<file path="config.mk">
export PLATFORM = sky130hd
export DESIGN_NAME = obi_data_arbiter
export DESIGN_NICKNAME = d
export VERILOG_FILES = /design/src/rtl/obi_data_arbiter.sv
export SDC_FILE = /design/constraint.sdc
export NUM_CORES = 1
export LEC_CHECK = 0
export CORE_AREA = 3 3 165 167
export CTS_BUF_LIST = sky130_fd_sc_hd__clkbuf_2 sky130_fd_sc_hd__clkbuf_4 sky130_fd_sc_hd__clkbuf_8
export CTS_CLUSTER_DIAMETER = 60
export DETAILED_ROUTE_END_ITERATION = 8
export DIE_AREA = 0 0 168 170
export PLACE_DENSITY = 0.48
export SYNTH_ARGS = -nofsm -noshare
export SYNTH_HDL_FRONTEND = slang
export SYNTH_SLANG_ARGS = --single-unit
</file>
<file path="constraint.sdc">
create_clock -name clk_i -period 5.6 [get_ports clk_i]
set_input_delay 0.84 -clock clk_i [delete_from_list [all_inputs] [get_ports clk_i]]
set_output_delay 0.84 -clock clk_i [all_outputs]
set_load 0.005 [all_outputs]
</file>
<file path="src/rtl/obi_data_arbiter.sv">
// ----------------------------------------------------------------------------
// obi_data_arbiter_pkg: OBI data-port payload types shared by the arbiter
// and its neighbours.
//
// obi_data_arbiter: merges NHARTS per-hart OBI data request ports onto one
// OBI manager port. A round-robin arbiter picks the winner, and a lock holds
// that winner until the bus grants it. An ID FIFO records the issuing hart of
// each outstanding transaction so that in-order responses are routed back.
//
// Ports:
//   clk_i          clock
//   rst_i          asynchronous active-high reset
//   hart_req_i     per-hart requests (req, we, be, addr, wdata)
//   hart_resp_o    per-hart responses (gnt, rvalid, rdata), combinational
//   bus_req_o      merged request toward the system bus, combinational
//   bus_resp_i     system bus response
//   outstanding_o  current ID FIFO occupancy
//   err_o          sticky: rvalid seen while no transaction was outstanding
// ----------------------------------------------------------------------------
package obi_data_arbiter_pkg;

   typedef struct packed {
      logic        req;
      logic        we;
      logic [3:0]  be;
      logic [31:0] addr;
      logic [31:0] wdata;
   } obi_req_t;

   typedef struct packed {
      logic        gnt;
      logic        rvalid;
      logic [31:0] rdata;
   } obi_resp_t;

endpackage

module obi_data_arbiter
   import obi_data_arbiter_pkg::*;
#(
   parameter int unsigned NHARTS          = 3,
   parameter int unsigned MAX_OUTSTANDING = 2
) (
   input  logic                                   clk_i,
   input  logic                                   rst_i,
   input  obi_req_t                               hart_req_i  [NHARTS],
   output obi_resp_t                              hart_resp_o [NHARTS],
   output obi_req_t                               bus_req_o,
   input  obi_resp_t                              bus_resp_i,
   output logic [$clog2(MAX_OUTSTANDING+1)-1:0]   outstanding_o,
   output logic                                   err_o
);

   localparam int unsigned IDW = (NHARTS > 1) ? $clog2(NHARTS) : 1;
   localparam int unsigned PW  = (MAX_OUTSTANDING > 1) ? $clog2(MAX_OUTSTANDING) : 1;
   localparam int unsigned CW  = $clog2(MAX_OUTSTANDING + 1);

   typedef enum logic {
      ST_ARB,
      ST_LOCKED
   } state_e;

   state_e          state_q, state_d;
   logic [IDW-1:0]  lock_id_q, lock_id_d;
   logic [IDW-1:0]  last_q, last_d;
   logic [IDW-1:0]  fifo_q [MAX_OUTSTANDING];
   logic [PW-1:0]   wr_ptr_q, rd_ptr_q;
   logic [CW-1:0]   count_q;
   logic            err_q;

   logic            any_req;
   logic            found;
   logic [IDW-1:0]  sel;
   logic [IDW-1:0]  head;
   logic            can_issue;
   logic            valid_sel;
   logic            hs;
   logic            pop;
   int unsigned     idx;

   // Pointer increment with wrap at the FIFO depth.
   function automatic logic [PW-1:0] ptr_inc(input logic [PW-1:0] p);
      if (32'(p) == MAX_OUTSTANDING - 1) return '0;
      return p + PW'(1);
   endfunction

   // Winner selection: a locked hart that still requests keeps the port,
   // otherwise round-robin starting after the last granted hart.
   always_comb begin
      any_req = 1'b0;
      found   = 1'b0;
      sel     = '0;
      idx     = 0;
      for (int unsigned i = 0; i < NHARTS; i++) begin
         any_req = any_req | hart_req_i[i].req;
      end
      for (int unsigned k = 1; k <= NHARTS; k++) begin
         idx = (32'(last_q) + k) % NHARTS;
         if (!found && hart_req_i[idx].req) begin
            sel   = IDW'(idx);
            found = 1'b1;
         end
      end
      if (state_q == ST_LOCKED && hart_req_i[lock_id_q].req) begin
         sel = lock_id_q;
      end
   end

   assign can_issue = (count_q < CW'(MAX_OUTSTANDING));
   assign valid_sel = any_req & can_issue;
   assign bus_req_o = valid_sel ? hart_req_i[sel] : '0;
   assign hs        = bus_req_o.req & bus_resp_i.gnt;
   assign pop       = bus_resp_i.rvalid & (count_q != '0);
   assign head      = fifo_q[rd_ptr_q];

   // Grant goes to the selected hart only; response goes to the FIFO head.
   always_comb begin
      for (int unsigned i = 0; i < NHARTS; i++) begin
         hart_resp_o[i].gnt    = bus_resp_i.gnt & valid_sel & (sel == IDW'(i));
         hart_resp_o[i].rvalid = pop & (head == IDW'(i));
         hart_resp_o[i].rdata  = (pop && head == IDW'(i)) ? bus_resp_i.rdata : '0;
      end
   end

   // Lock/round-robin state: next-state logic.
   always_comb begin
      state_d   = state_q;
      lock_id_d = lock_id_q;
      last_d    = last_q;
      if (hs) begin
         state_d = ST_ARB;
         last_d  = sel;
      end else if (bus_req_o.req) begin
         // Presented but not granted: pin the winner so addr/data stay stable.
         state_d   = ST_LOCKED;
         lock_id_d = sel;
      end else if (state_q == ST_LOCKED && !hart_req_i[lock_id_q].req) begin
         state_d = ST_ARB;
      end
   end

   // Lock/round-robin state register.
   always_ff @(posedge clk_i or posedge rst_i) begin
      if (rst_i) begin
         state_q   <= ST_ARB;
         lock_id_q <= '0;
         last_q    <= IDW'(NHARTS - 1);
      end else begin
         state_q   <= state_d;
         lock_id_q <= lock_id_d;
         last_q    <= last_d;
      end
   end

   // Outstanding-ID FIFO, occupancy and sticky spurious-response flag.
   always_ff @(posedge clk_i or posedge rst_i) begin
      if (rst_i) begin
         for (int unsigned i = 0; i < MAX_OUTSTANDING; i++) begin
            fifo_q[i] <= '0;
         end
         wr_ptr_q <= '0;
         rd_ptr_q <= '0;
         count_q  <= '0;
         err_q    <= 1'b0;
      end else begin
         if (hs) begin
            fifo_q[wr_ptr_q] <= sel;
            wr_ptr_q         <= ptr_inc(wr_ptr_q);
         end
         if (pop) begin
            rd_ptr_q <= ptr_inc(rd_ptr_q);
         end
         case ({hs, pop})
            2'b10:   count_q <= count_q + CW'(1);
            2'b01:   count_q <= count_q - CW'(1);
            default: count_q <= count_q;
         endcase
         if (bus_resp_i.rvalid && count_q == '0) begin
            err_q <= 1'b1;
         end
      end
   end

   assign outstanding_o = count_q;
   assign err_o         = err_q;

endmodule

</file>
==> results of run 1 <==
-- synth_stat cells (all sizes together) (3+ instances only) --
cell type	number	area (sq um)
a21o	3	22.5
a21oi	4	20.0
a22o	3	27.5
a31oi	71	459
and2	98	613
buf	25	168
clkbuf	27	101
dfrtp	13	325
ha	5	62.6
inv	11	41.3
mux2	6	75.1
nand2	143	537
nor2	14	55.1
nor2b	3	26.3
nor3	3	15.0
o21ai	77	389
xnor2	4	35.0
-- per-stage QoR --
step	setup WS, ps	utilization	hold WS [ps]	total power, mW	cells
after floorplan	2560	-	451	1.54	540
after global placement	930	0.299	455	3.00	1253
after detailed placement	889	0.299	451	2.99	1253
after CTS	884	0.301	473	3.10	1257
after global routing	676	0.301	493	3.34	1257
final	884	0.301	465	3.03	1257
-- path summary, 6_finish.rpt --
path	from	end	slack (ps)	cells after the start
worst min register to register	err_o	err_o	470	1
max in group asynchronous	rst_i	last_q[1]	4300	2
worst max register to register	last_q[0]	outstanding_o[1]	2760	9
worst max-delay path	hart_req_i[209]	bus_req_o[51]	880	8
min in group asynchronous	rst_i	fifo_q[2]	930	2
worst min-delay path	err_o	err_o	470	1
-- power groups by stage --
stage / clock, mW / combinational (mW) / sequential [mW]
3_3_place_gp: 0 / 2.80 / 0.207
6_report: 0.0989 / 2.72 / 0.206
4_1_cts: 0.102 / 2.79 / 0.206
3_5_place_dp: 0 / 2.78 / 0.208
5_1_grt: 0.109 / 3.02 / 0.218
2_1_floorplan: 0 / 1.35 / 0.188
-- layer usage --
layer  routed length (um)  vias to the layer above  track usage
met4                  376                        0       0.0245
li1                     -                     2624            -
met5                    0                        -            0
met1                 7840                     2417        0.149
met3                 2110                       18       0.0437
met2                10600                      306        0.257
-- cell type report --
type / count / area [sq um] / area share
repair buffers: 430 / 4330 / 0.555
clock buffers: 4 / 55.1 / 0.00706
multi-input cells: 463 / 2600 / 0.334
inverters: 11 / 41.3 / 0.00529
well taps: 335 / 419 / 0.0537
flip-flops and latches: 14 / 352 / 0.0451
-- kinds of logic after synthesis --
logic type,share of synthesized area
compound gates,0.327
xor+xnor,0.0135
fa+ha+maj,0.0192
buf+inv,0.0955
flops,0.108
mux,0.0262
simple gates,0.411
-- flip-flops by register name, indices dropped and copies added (netlist names) --
signal,flops
wr_ptr_q,1
outstanding_o,2
last_q,2
lock_id_q,2
rd_ptr_q,1
fifo_q,4
err_o,1
state_q,1
-- critical path, delay by kind of cell --
family / cells / cell delay [ps]
buf+inv: 3 / 1720
compound gates: 4 / 1190
simple gates: 1 / 100
==> flow_metrics.env, run 1 <==
export IMPL_postRouteAntennaNets=0
export IMPL_fin_crit_sh=0.842
export IMPL_peakVddDrop_mv=0.236
export IMPL_syn_area_sq_um=3250
export IMPL_clock_root_buffer="clkbuf_8"
export IMPL_start_util=0.125
export IMPL_fin_crit_ps=4720
export IMPL_clk_pin_slew_ps=60
export IMPL_slew_viol_final=0
export IMPL_die_h_um=170
export IMPL_drcViolationCount=0
export IMPL_startpoint_type="primary input"
export IMPL_antenna_found_initial=0
export IMPL_first_pass_iters=5
export IMPL_setup_viol=0
export IMPL_avgSynthCellArea_sq_um=6.02
export IMPL_vias=5365
export IMPL_gr_usage_all_layers=0.136
export IMPL_power_density_nw_per_um2=388
export IMPL_postPlaceCellArea_sq_um=7740
export IMPL_worstSetupPathType="in2out"
export IMPL_final_common_cell="clkdlybuf4s50_1"
export IMPL_clkPwrFrac=0.033
export IMPL_path_cells="clkdlybuf4s50_1, nor2_1, a221o_1, a31oi_4, buf_4, o21ai_0, a31oi_1, clkdlybuf4s50_1"
export IMPL_internal_power_mw=1.64
export IMPL_finalHoldViolCount=0
export IMPL_finalClockSkew_ps=4.52
export IMPL_post_cts_buffers=0
export IMPL_io_pins=421
export IMPL_die_area_sq_um=28600
export IMPL_worstPathRequired_ps=4760
export IMPL_yosysWarnings=0
export IMPL_io_buffers=420
export IMPL_synthCells=540
export IMPL_syn_nets=791
export IMPL_cpMostUsedCell="clkdlybuf4s50_1"
export IMPL_drt_total_wl_mm=20.9
export IMPL_grt_pass1_wl_mm=31.5
export IMPL_fp_dieW_um=168
export IMPL_slowest_delay_ps=750
export IMPL_maxCapViolCount=0
export IMPL_p_switching_mw=1.38
export IMPL_clk_path_buf_depth=2
export IMPL_cts_sinks=14
export IMPL_vias_per_cell=4.27
export IMPL_postLayoutCellArea_sq_um=7800
export IMPL_status="finished, final reports clean"
export IMPL_synth_seq_cells=14
export IMPL_cts_tree="yes"
export IMPL_slowest_stage="clkdlybuf4s50_1"
export IMPL_seq_power_share=0.068
export IMPL_drive_above_1_share=0.0369
export IMPL_fillCellCount=2780
export IMPL_hp_class="reg2reg"
export IMPL_postCtsHoldBufs=0
export IMPL_grt_max_degree=74
export IMPL_crit_path_end_kind="output pin"
export IMPL_synth_cell_type_count=55
export IMPL_max_freq_mhz=212
export IMPL_synth_edf_count=0
export IMPL_grt_pass1_vias=5609
export IMPL_worst_pin_slew_ps=649
export IMPL_post_cts_resized=0
export IMPL_antenna_cells=0
export IMPL_pwr_share_comb=0.899
export IMPL_setup_tns_ps=0
export IMPL_switching_share=0.457
export IMPL_synth_main_ff_cell="dfrtp_1"
export IMPL_core_area_sq_um=25900
export IMPL_layout_common_cells="clkdlybuf4s50_1 (420), nand2_1 (143), and2_1 (98)"
export IMPL_area_delta_synth_final_pct=140
export IMPL_clk_latency_ps=240
export IMPL_grt_setup_unrepaired="false"
export IMPL_place_congestion=0.831
export IMPL_crit_path_max_fanout=43
export IMPL_grt_overflow=0
export IMPL_synth_async_sr_flop_share=1.00
export IMPL_hpwl_mm=17.1
export IMPL_cts_buffers=3
export IMPL_ctsHtreeMaxLevel=1
export IMPL_slew_headroom=0.563
export IMPL_fin_nets=1174
export IMPL_leakagePower_nw=2.90
export IMPL_arrival_ps=3880
export IMPL_wl_per_cell_um=16.6
export IMPL_rows=59
export IMPL_drt_iter0_drc=208
export IMPL_ys_seq_area_frac=0.108
Power figures use the tool's default switching activity.
==> inputs of run 2 (changes only) <==
- CORE_AREA: 3 3 165 167 -> 3 3 161 163
- DIE_AREA: 0 0 168 170 -> 0 0 164 166
- PLACE_DENSITY: 0.48 -> 0.51
- clock period: 5.6 -> 4.1 ns (I/O delays scaled with it)
==> run 2 against run 1 <==
Net effect:
- design area up 1.3%
- die area down 4.7%
- sequential power up 36%
- clock power up 24%
- clock skew up 0.87 ps
- critical endpoint is now bus_req_o[6]
- largest cell class unchanged
- largest power group unchanged
==> flow_metrics.env, run 2 (same netlist as run 1, synthesis figures left out) <==
export IMPL_p_switching_mw=1.92
export IMPL_fp_dieW_um=164
export IMPL_worstSetupPathType="in2out"
export IMPL_hold_ws_ps=462
export IMPL_worstPathRequired_ps=3480
export IMPL_worst_pin_slew_ps=642
export IMPL_clock_root_buffer="clkbuf_8"
export IMPL_postRouteAntennaNets=0
export IMPL_core_area_sq_um=24500
export IMPL_fin_util=0.323
export IMPL_slew_viol_final=0
export IMPL_cts_tree="yes"
export IMPL_largest_reg_flops=4
export IMPL_drcViolationCount=0
export IMPL_hpwl_mm=18.0
export IMPL_maxCapViolCount=0
export IMPL_grt_pass1_wl_mm=31.9
export IMPL_clkPwrFrac=0.029
export IMPL_startpoint_type="primary input"
export IMPL_setup_viol=0
export IMPL_crit_path_max_fanout=55
export IMPL_postCtsHoldBufs=0
export IMPL_drt_iter0_drc=212
export IMPL_post_cts_buffers=0
export IMPL_vias_per_cell=4.24
export IMPL_fin_crit_sh=0.942
export IMPL_antenna_found_initial=0
export IMPL_internal_power_mw=2.34
export IMPL_finalClockSkew_ps=5.39
export IMPL_place_inst=1254
export IMPL_crit_path_end_kind="output pin"
export IMPL_final_common_cell="clkdlybuf4s50_1"
export IMPL_vias=5334
export IMPL_fin_nets=1186
export IMPL_drive_above_1_share=0.0482
export IMPL_leakagePower_nw=2.98
export IMPL_cpMostUsedCell="clkdlybuf4s50_1"
export IMPL_switching_share=0.451
export IMPL_finalHoldViolCount=0
export IMPL_clk_latency_ps=250
export IMPL_ctsHtreeMaxLevel=1
export IMPL_post_cts_resized=0
export IMPL_status="finished, final reports clean"
export IMPL_hp_class="reg2reg"
export IMPL_grt_setup_unrepaired="false"
export IMPL_drt_total_wl_mm=21.7
export IMPL_antenna_cells=0
export IMPL_slew_headroom=0.567
export IMPL_clk_pin_slew_ps=50
export IMPL_place_congestion=0.813
export IMPL_largest_register="fifo_q"
export IMPL_max_freq_mhz=259
export IMPL_rows=57
export IMPL_clk_path_buf_depth=2
export IMPL_pwr_share_comb=0.905
export IMPL_wl_per_cell_um=17.2
export IMPL_io_pins=421
export IMPL_cts_sinks=14
export IMPL_slowest_stage="clkdlybuf4s50_1"
export IMPL_first_pass_iters=5
export IMPL_grt_pass1_vias=5482
export IMPL_grt_max_degree=56
export IMPL_cts_buffers=3
export IMPL_start_util=0.133
export IMPL_setup_tns_ps=0
export IMPL_power_density_nw_per_um2=539
export IMPL_area_delta_synth_final_pct=143
export IMPL_seq_power_share=0.066
export IMPL_path_cells="clkdlybuf4s50_1, inv_2, a221o_1, a31oi_4, buf_12, buf_4, o21ai_0, a31oi_1, clkdlybuf4s50_1"
export IMPL_die_area_sq_um=27200
export IMPL_gr_usage_all_layers=0.147
export IMPL_slowest_delay_ps=590
export IMPL_io_buffers=420
export IMPL_finalNonFillerCells=1258
export IMPL_die_h_um=166
export IMPL_layout_common_cells="clkdlybuf4s50_1 (419), nand2_1 (143), and2_1 (98)"
export IMPL_peakVddDrop_mv=0.290
export IMPL_arrival_ps=3250
export IMPL_grt_overflow=0
export IMPL_fin_crit_ps=3860
[run 2: cell count changes in the layout (fill, tap and decap cells not counted), sizes merged]
cell,delta
buf,+12
clkdlybuf4s50,-1
dlymetal6s2s,+1
[run 2: worst paths after layout]
check,slack [ps],start,cells after the start,end
max,240,hart_req_i[139],9,bus_req_o[6]
min,460,err_o,1,err_o
max reg2reg,1240,last_q[0],10,outstanding_o[1]
min reg2reg,460,err_o,1,err_o
max in group asynchronous,3010,rst_i,2,last_q[1]
min in group asynchronous,720,rst_i,2,lock_id_q[1]
[run 2: worst max-delay path, delay by kind of cell]
family	cells	cell delay [ps]
AOI/OAI and AO/OA	4	880
buffers and inverters	5	1720
[run 2: per-stage QoR]
step / setup WS (ps) / area, sq um / power [mW]
floorplan: 1410 / 3250 / 2.10
global placement: 203 / 7850 / 4.21
detailed placement: 165 / 7850 / 4.20
CTS: 166 / 7900 / 4.35
global route: 61.1 / 7900 / 4.68
finish: 236 / 7900 / 4.26
[run 2: layout make-up]
class | count | area [sq um]
Clock buffer | 4 | 48.8
Fill cell | 2650 | 16600
Inverter | 11 | 41.3
Multi-Input combinational cell | 463 | 2590
Sequential cell | 14 | 352
Tap cell | 324 | 405
Timing Repair Buffer | 442 | 4460
[run 2: power groups by stage]
stage                     combinational, mW  sequential (mW)  clock [mW]
after floorplan                        1.85            0.256           0
after global placement                 3.93            0.278           0
after detailed placement               3.92            0.283           0
after CTS                              3.94            0.281       0.129
after global routing                   4.26            0.293       0.134
final                                  3.85            0.280       0.123
[run 2: routing by layer]
metal / global-route usage / wire (um) / share of wire / vias to the layer above
met5: 0 / 0 / 0 / -
met4: 0.0169 / 233 / 0.011 / 0
met3: 0.0439 / 2250 / 0.10 / 16
met2: 0.292 / 11300 / 0.52 / 277
met1: 0.154 / 7890 / 0.36 / 2387
li1: - / - / - / 2654
==> inputs of run 3 (changes only) <==
- REMOVE_ABC_BUFFERS: unset -> 1
==> run 3 against run 2 <==
Net effect:
- clock power grew 11%
- core utilization is essentially flat
- wire length grew 7.7%
- count of clock-buffer cells in the layout is the same
- sequential power is essentially flat
- via count grew 2.5%
- design area grew 0.14%
- maximum frequency grew 0.11%
==> flow_metrics.env, run 3 (same netlist as run 1, synthesis figures left out) <==
export IMPL_status="finished, final reports clean"
export IMPL_crit_path_max_fanout=22
export IMPL_fin_crit_sh=0.941
export IMPL_wl_per_cell_um=18.5
export IMPL_ctsHtreeMaxLevel=1
export IMPL_cts_sinks=14
export IMPL_rows=57
export IMPL_antenna_found_initial=2
export IMPL_drcViolationCount=0
export IMPL_post_cts_resized=0
export IMPL_drt_iter0_drc=241
export IMPL_arrival_ps=3240
export IMPL_hpwl_mm=19.6
export IMPL_grt_pass1_wl_mm=34.0
export IMPL_layout_common_cells="clkdlybuf4s50_1 (420), nand2_1 (143), and2_1 (98)"
export IMPL_clock_root_buffer="clkbuf_8"
export IMPL_drt_total_wl_mm=23.3
export IMPL_worstSetupPathType="in2out"
export IMPL_power_density_nw_per_um2=552
export IMPL_start_util=0.133
export IMPL_fin_nets=1188
export IMPL_grt_max_degree=68
export IMPL_setup_tns_ps=0
export IMPL_die_area_sq_um=27200
export IMPL_slew_viol_final=0
export IMPL_dp_slack_ps=138
export IMPL_fin_util=0.323
export IMPL_area_delta_synth_final_pct=143
export IMPL_postCtsHoldBufs=0
export IMPL_worst_pin_slew_ps=687
export IMPL_clk_pin_slew_ps=60
export IMPL_io_pins=421
export IMPL_vias_per_cell=4.33
export IMPL_grt_overflow=0
export IMPL_finalNonFillerCells=1262
export IMPL_core_area_sq_um=24500
export IMPL_drive_above_1_share=0.0524
export IMPL_grt_setup_unrepaired="false"
export IMPL_grt_pass1_vias=5634
export IMPL_cts_buffers=3
export IMPL_multi_input_area_sq_um=2610
export IMPL_setup_viol=0
export IMPL_largest_register="fifo_q"
export IMPL_max_freq_mhz=259
export IMPL_first_pass_iters=4
export IMPL_io_buffers=420
export IMPL_cts_tree="yes"
export IMPL_largest_reg_flops=4
export IMPL_vias=5468
export IMPL_leakagePower_nw=2.98
export IMPL_postRouteAntennaNets=0
export IMPL_crit_path_start="hart_req_i[69]"
export IMPL_worst_r2r_setup_slack_ps=1280
export IMPL_crit_path_end_kind="output pin"
export IMPL_seq_area_sq_um=352
export IMPL_finalHoldViolCount=0
export IMPL_worstPathRequired_ps=3480
export IMPL_timing_rr_start="last_q[1]"
export IMPL_fp_dieW_um=164
export IMPL_slew_headroom=0.537
export IMPL_hp_class="reg2reg"
export IMPL_min_delay_start="err_o"
export IMPL_peakVddDrop_mv=0.262
export IMPL_fin_crit_ps=3860
export IMPL_fin_ws_ps=241
export IMPL_final_common_cell="clkdlybuf4s50_1"
export IMPL_die_h_um=166
export IMPL_startpoint_type="primary input"
export IMPL_clk_path_buf_depth=2
export IMPL_gr_usage_all_layers=0.159
export IMPL_finalClockSkew_ps=1.67
export IMPL_clk_latency_ps=250
export IMPL_maxCapViolCount=0
export IMPL_power_mw=4.36
export IMPL_fillCellCount=2641
export IMPL_place_inst=1254
export IMPL_place_congestion=0.887
-- run 3: cell types whose count changed in the layout (fill, tap and decap cells not counted), sizes merged --
cell           before  now
diode               0    2
dlymetal6s2s        1    0
buf                22   24
clkdlybuf4s50     419  420
-- run 3: worst paths after layout --
| path | endpoint | depth (start not counted) |
|---|---|---|
| min | err_o | 1 |
| min reg2reg | err_o | 1 |
| max | bus_req_o[31] | 9 |
| min in group asynchronous | outstanding_o[1] | 2 |
| max reg2reg | outstanding_o[1] | 9 |
| max in group asynchronous | last_q[1] | 2 |
-- run 3: layer usage --
metal  up-vias  wire length (um)  global-route usage
li1       2658                 -                   -
met1      2489              9000               0.180
met2       294             11500               0.294
met3        27              2320              0.0456
met4         0               511              0.0357
met5         -                 0                   0
-- run 3: power by group --
group	total [mW]	internal, mW	switching (mW)
Combinational	3.95	2.07	1.88
Clock	0.136	0.0851	0.0512
Sequential	0.282	0.203	0.0788
Total	4.36	2.36	2.01
-- run 3: metrics by stage --
| step | hold slack, ps | area, sq um |
|---|---|---|
| 3_3_place_gp | 450 | 7840 |
| 4_1_cts | 468 | 7890 |
| 2_1_floorplan | 451 | 2980 |
| 3_5_place_dp | 448 | 7840 |
| 5_1_grt | 497 | 7910 |
| 6_report | 470 | 7910 |
-- run 3: timing repair --
item / 4_1_cts / 5_1_grt
setup endpoints to repair: 0 / 1
endpoints found under the hold margin: 0 / 0
buffers inserted: 0 / 2
-- run 3: layout make-up --
class / instances / area share
sequential: 14 / 0.0444
antenna: 2 / 0.000633
clock buffer: 4 / 0.00696
timing repair buffer: 444 / 0.562
tap: 324 / 0.0512
inverter: 11 / 0.00522
multi-input combinational: 463 / 0.329
-- run 3: critical path: stages --
cell,delay (ps)
clkdlybuf4s50_1,640
mux2_4,220
nand3_2,120
o221a_2,170
a22oi_2,220
buf_4,330
nand2_1,90
a31oi_1,260
clkdlybuf4s50_1,560
